`src/rtl/sevenseg_pkg.sv`:
```
// Shared constants for the seven-segment pattern decoder.
// The glyph patterns are active-low {g,f,e,d,c,b,a}. Index n of GLYPH_TABLE
// is the pattern that displays hex digit n.
package sevenseg_pkg;

    localparam int SEG_W = 7;

    typedef logic [SEG_W-1:0] seg_t;

    // All segments dark: a blank display, neither decoded nor flagged
    localparam seg_t SEG_BLANK = 7'h7F;

    localparam seg_t GLYPH_0 = 7'h40;
    localparam seg_t GLYPH_1 = 7'h79;
    localparam seg_t GLYPH_2 = 7'h24;
    localparam seg_t GLYPH_3 = 7'h30;
    localparam seg_t GLYPH_4 = 7'h19;
    localparam seg_t GLYPH_5 = 7'h12;
    localparam seg_t GLYPH_6 = 7'h02;
    localparam seg_t GLYPH_7 = 7'h78;
    localparam seg_t GLYPH_8 = 7'h00;
    localparam seg_t GLYPH_9 = 7'h10;
    localparam seg_t GLYPH_A = 7'h08;
    localparam seg_t GLYPH_B = 7'h03;
    localparam seg_t GLYPH_C = 7'h46;
    localparam seg_t GLYPH_D = 7'h21;
    localparam seg_t GLYPH_E = 7'h06;
    localparam seg_t GLYPH_F = 7'h0E;

    localparam seg_t GLYPH_TABLE [16] = '{
        GLYPH_0, GLYPH_1, GLYPH_2, GLYPH_3,
        GLYPH_4, GLYPH_5, GLYPH_6, GLYPH_7,
        GLYPH_8, GLYPH_9, GLYPH_A, GLYPH_B,
        GLYPH_C, GLYPH_D, GLYPH_E, GLYPH_F
    };

    // SETTLE: waiting for a stable run; LOCKED: current run already handled
    typedef enum logic {
        SETTLE = 1'b0,
        LOCKED = 1'b1
    } state_t;

endpackage

```
`src/rtl/sevenseg_lut.sv`:
```
// Combinational seven-segment pattern -> hex nibble lookup.
// Flags whether the pattern is a legal glyph or the blank pattern; the nibble
// is zero for anything that is not a legal glyph.
module sevenseg_lut
    import sevenseg_pkg::*;
(
    input  logic [SEG_W-1:0] i_seg,
    output logic             o_legal,
    output logic             o_blank,
    output logic [3:0]       o_nibble
);

    logic [15:0] w_hit;

    genvar gi;
    generate
        for (gi = 0; gi < 16; gi++) begin : g_match
            assign w_hit[gi] = (i_seg == GLYPH_TABLE[gi]);
        end
    endgenerate

    assign o_legal = |w_hit;
    assign o_blank = (i_seg == SEG_BLANK);

    // Encode the one-hot match vector into the nibble (glyphs are distinct)
    always_comb begin
        o_nibble = 4'h0;
        for (int i = 0; i < 16; i++) begin
            if (w_hit[i]) begin
                o_nibble = 4'(i);
            end
        end
    end

endmodule

```
`src/rtl/sevenseg_decoder.sv`:
```
// Seven-segment pattern decoder with stability filter and valid/ready output.
// A pattern must be seen on STABLE_CYCLES consecutive compares before it is
// decoded once; illegal glyphs pulse err, dropped decodes pulse overrun.
// Optional feature: define SEVSEG_ERR_CNT_EN to build the saturating err_cnt
// counter; otherwise err_cnt is tied to zero.
module sevenseg_decoder
    import sevenseg_pkg::*;
#(
    parameter int STABLE_CYCLES = 4
)(
    input  logic             clk,
    input  logic             rst_n,
    input  logic [SEG_W-1:0] seg_in,
    output logic [3:0]       out_data,
    output logic             out_valid,
    input  logic             out_ready,
    output logic             err,
    output logic             overrun,
    output logic [7:0]       err_cnt
);

    localparam logic [7:0] RUN_MAX = 8'(STABLE_CYCLES);

    seg_t       r_sample;
    logic [7:0] r_run;
    state_t     r_state;
    logic [3:0] r_out_data;
    logic       r_out_valid;
    logic       r_err;
    logic       r_overrun;

    logic       w_same;
    logic       w_decode;
    logic       w_legal;
    logic       w_blank;
    logic [3:0] w_nibble;
    logic       w_accept;
    logic       w_load;
    logic       w_drop;
    logic       w_illegal;

    // The stable pattern lives in r_sample, so only registered state feeds the LUT
    sevenseg_lut u_lut (
        .i_seg    (r_sample),
        .o_legal  (w_legal),
        .o_blank  (w_blank),
        .o_nibble (w_nibble)
    );

    assign w_same    = (seg_in == r_sample);
    assign w_decode  = (r_state == SETTLE) && (r_run == RUN_MAX);
    assign w_accept  = r_out_valid && out_ready;
    assign w_load    = w_decode && w_legal && (!r_out_valid || w_accept);
    assign w_drop    = w_decode && w_legal && r_out_valid && !out_ready;
    assign w_illegal = w_decode && !w_legal && !w_blank;

    // Input sampling, run-length counter and episode FSM
    always_ff @(posedge clk or negedge rst_n) begin
        if (!rst_n) begin
            r_sample <= SEG_BLANK;
            r_run    <= 8'd0;
            r_state  <= SETTLE;
        end else begin
            r_sample <= seg_in;
            if (!w_same) begin
                r_run   <= 8'd0;
                r_state <= SETTLE;
            end else begin
                if (r_run != RUN_MAX) begin
                    r_run <= r_run + 8'd1;
                end
                if (w_decode) begin
                    r_state <= LOCKED;
                end
            end
        end
    end

    // Output register with valid/ready handshake and single-cycle status pulses
    always_ff @(posedge clk or negedge rst_n) begin
        if (!rst_n) begin
            r_out_data  <= 4'h0;
            r_out_valid <= 1'b0;
            r_err       <= 1'b0;
            r_overrun   <= 1'b0;
        end else begin
            r_err     <= w_illegal;
            r_overrun <= w_drop;
            if (w_load) begin
                r_out_data  <= w_nibble;
                r_out_valid <= 1'b1;
            end else if (w_accept) begin
                r_out_valid <= 1'b0;
            end
        end
    end

`ifdef SEVSEG_ERR_CNT_EN
    logic [7:0] r_err_cnt;

    // Saturating count of illegal-glyph events, cleared only by reset
    always_ff @(posedge clk or negedge rst_n) begin
        if (!rst_n) begin
            r_err_cnt <= 8'd0;
        end else if (w_illegal && (r_err_cnt != 8'hFF)) begin
            r_err_cnt <= r_err_cnt + 8'd1;
        end
    end

    assign err_cnt = r_err_cnt;
`else
    assign err_cnt = 8'd0;
`endif

    assign out_data  = r_out_data;
    assign out_valid = r_out_valid;
    assign err       = r_err;
    assign overrun   = r_overrun;

endmodule

```
`config.mk`:
```
export PLATFORM = sky130hd
export DESIGN_NAME = sevenseg_decoder
export DESIGN_NICKNAME = d
export VERILOG_FILES = /design/src/rtl/sevenseg_pkg.sv /design/src/rtl/sevenseg_lut.sv /design/src/rtl/sevenseg_decoder.sv
export SDC_FILE = /design/constraint.sdc
export NUM_CORES = 1
export LEC_CHECK = 0
export ABC_AREA = 1
export CORE_MARGIN = 2
export CORE_UTILIZATION = 35
export CTS_CLUSTER_SIZE = 16
export DETAILED_ROUTE_END_ITERATION = 12
export MAX_ROUTING_LAYER = met4
export PLACE_DENSITY_LB_ADDON = 0.12
export RECOVER_POWER = 100
export SETUP_SLACK_MARGIN = 0.4
export SLEW_MARGIN = 20
export SYNTH_ARGS = -nofsm -noshare
export SYNTH_HDL_FRONTEND = slang
export SYNTH_SLANG_ARGS = --single-unit
```
`constraint.sdc`:
```
create_clock -name clk -period 2.2 [get_ports clk]
set_input_delay 0.33 -clock clk [delete_from_list [all_inputs] [get_ports clk]]
set_output_delay 0.33 -clock clk [all_outputs]
set_load 0.03 [all_outputs]
```
==> results_dict.tcl <==
set metrics [dict create \
    synthCells 193 \
    antenna_cells 0 \
    tightest_slew_ns 1.19 \
    num_vias 1203 \
    post_cts_resized 0 \
    maxCapViolCount 0 \
    synth_top_family_by_area "simple AND/OR/NAND/NOR gates" \
    setup_violations 0 \
    wirelength_um 2760 \
    ir_drop_v 0.000292 \
    crit_arrival_ns 1.97 \
    core_sq_mm 0.00397 \
    grt_max_degree 24 \
    cpMostUsedCell "nor2_1" \
    rr_startpoint "r_sample[1]" \
    syn_area_per_cell_sq_um 7.41 \
    worstPathRequired_ns 2.39 \
    slowest_stage "dfstp_1" \
    hold_path_class "reg -> reg" \
    synth_compound_area_share_pct 6.04 \
    worstPathMaxFanout 6 \
    fp-row-count 23 \
    synth.area.mux_share_pct 0 \
    ys_warn_count 0 \
    path_clk_slew_ns 0.08 \
    skew_ns 0.00549 \
    n_fill_cell 426 \
    synth_edf_count 0 \
    die_area_sq_mm 0.00461 \
    p_leak_nw 0.770 \
    dominantRegCellSynth "dfrtp_1" \
    clock_sinks 23 \
    dp.cells 260 \
    drc_errors 0 \
    drtPass1Iterations 4 \
    hpwl_um 2210 \
    final.setup.tns_ns 0 \
    drt_iter0_drc 39 \
    crit_path_end_kind "flop" \
    clock.fmax_mhz 562 \
    cp-startpoint "r_sample[1]" \
    die_x_um 67.9 \
    gp_congestion 0.824 \
    cts_hold_buffers 0 \
    cpPeakStageDelay_ns 0.62 \
    cts_made_buffers 3 \
    yosysSeqAreaShare_pct 40.9 \
    synth_adder_area_share_pct 1.75 \
    yosys.area_share.simple_pct 36.9 \
    cts-root-buf "clkbuf_8" \
    critical_path_class "reg -> reg" \
    io_pins 25 \
    final_cells 264 \
    cts_buffer_depth 2 \
    nNetsFinal 227 \
    antenna_found_initial 0 \
    hp-start "out_data[0]" \
    drv_slew 0 \
    wl_per_cell_um 10.4 \
    cts_tree "done" \
    min_period_over_period_pct 80.9 \
    overflow 0 \
    slew_headroom_pct 20.5 \
    drtAntennaViolNets 0 \
    post-place-ws_ns 0.310 \
    port_buffers 16 \
    power_density_mw_per_mm2 477 \
    post-cts-setup-buffers 0 \
    status "finished, final reports clean" \
    vias_per_cell 4.56 \
    grt_usage_pct 14.3 \
    initial_core_util_pct 36.0 \
    dieHeight_um 67.9 \
    rsz0062_at_grt "false" \
    h-tree-depth 1 \
    place_area_sq_mm 0.00163 \
    power_w 0.000794 \
    grt_pass1_wl_um 4960 \
    synthArstFlopShare_pct 100 \
    grt_pass1_vias 1168 \
    syn-cell-area_sq_mm 0.00143 \
    area_growth_pct 16.3 \
    clkLatencyLatePin_ns 0.26 \
    synth-xor-area-share_pct 3.67 \
    path_cells "nor2_1, nand2_1, nor2_1, nor2_1, nand2_2, nor2_1, nand2_4, nand3_1, nand2_1, o21ai_1" \
    ys_ff_latch 23 \
    synth_cell_types 27 \
    critPathBufInv 0 \
    final_area_sq_mm 0.00166 \
    startpoint_type "flop" \
    cp_top_family "simple AND/OR/NAND/NOR gates" \
    postLayoutSetupSlackWorst_ns 0.420 \
    hold_viol 0 \
    period_needed_ns 1.78 \
    drive_gt1_share_pct 11.7 \
]
-- worst reg2reg max path, cell delays in order (launching register included) --
cell,delay [ns]
dfstp_1,0.62
nor2_1,0.11
nand2_1,0.11
nor2_1,0.06
nor2_1,0.17
nand2_2,0.08
nor2_1,0.18
nand2_4,0.08
nand3_1,0.17
nand2_1,0.07
o21ai_1,0.07
-- registers in the layout, summed over array words and instances, names as in the netlist --
register   count
r_run          8
overrun        1
r_state        1
out_valid      1
err            1
r_sample       7
out_data       4
-- cell usage after synthesis, types with 2 or more instances --
cell	n	area share, %
xor2_1	6	3.7
or2_2	2	0.87
nand3b_1	2	1.0
nor4_1	2	0.87
nor3_1	7	2.4
nand3_1	8	2.8
ha_1	2	1.7
inv_1	23	6.0
dfrtp_1	16	28
dfstp_2	7	13
nand4_1	4	1.7
a21oi_1	6	2.1
nor2_1	37	9.7
nor2_2	8	3.5
nand2_1	36	9.4
o21ai_1	4	1.4
o21ai_0	3	1.0
buf_4	8	4.2
nand2_2	4	1.7
-- layout by cell type, fill, tap and decap left out, types with 2 or more instances in the layout --
cell	n
ha_1	2
o21ai_1	3
clkbuf_8	3
conb_1	8
dlygate4sd3_1	15
nand3_1	10
inv_1	23
nand3b_1	2
a21oi_1	6
nor2_1	39
or2_2	2
xor2_1	6
nor4_1	2
nor2_2	5
dfrtp_1	16
nand4_1	4
o21ai_0	4
nand2_2	4
nor3_1	6
dfstp_2	6
nand2_1	36
clkbuf_1	2
-- per-layer routing --
metal	up-vias	global-route usage [%]	wire [um]
met3	4	1.97	117
met4	0	3.75	29
met1	531	18.3	1330
met5	-	-	0
li1	634	-	-
met2	34	23.7	1280
-- metrics by stage --
step | hold WS [ns] | util [%]
final | 0.486 | 41.9
after detailed placement | 0.478 | 41.1
after floorplan | 0.0344 | -
after global placement | 0.468 | 41.1
after global routing | 0.520 | 41.9
after CTS | 0.428 | 42.3
-- area by class of cell --
cell class,instances,area (sq um),area share [%]
Timing Repair Buffer,18,171,10.3
Tap cell,50,62.6,3.76
Multi-Input combinational cell,145,709,42.7
Clock buffer,4,45.0,2.71
Inverter,24,90.1,5.42
Sequential cell,23,584,35.1
-- where the power goes --
group	internal [W]	leakage (nW)	switching, W	total (W)
registers	0.000435	0.297	0.0000105	0.000445
logic	0.0000292	0.451	0.0000596	0.0000888
clock network	0.000129	0.0228	0.000131	0.000260
total	0.000593	0.770	0.000201	0.000794
-- worst paths after layout --
| kind | end | slack [ns] | depth (start not counted) |
|---|---|---|---|
| max | out_data[1] | 0.42 | 10 |
| min | out_data[0] | 0.49 | 2 |
| max reg2reg | out_data[1] | 0.42 | 10 |
| min reg2reg | out_data[0] | 0.49 | 2 |
| max in group asynchronous | r_run[6] | 0.66 | 2 |
| min in group asynchronous | overrun | 0.83 | 2 |
-- cell families (layout without fill, tap and decap cells) --
group                      count (synthesis)  count (layout)
adders and majority gates                  2               2
DFF                                       23              23
other                                      1               8
buffers and inverters                     32              46
xor gates and xnor gates                   6               6
and+or+nand+nor                          113             113
AOI/OAI and AO/OA                         16              16
No activity file was read; power rests on OpenSTA's default activity.
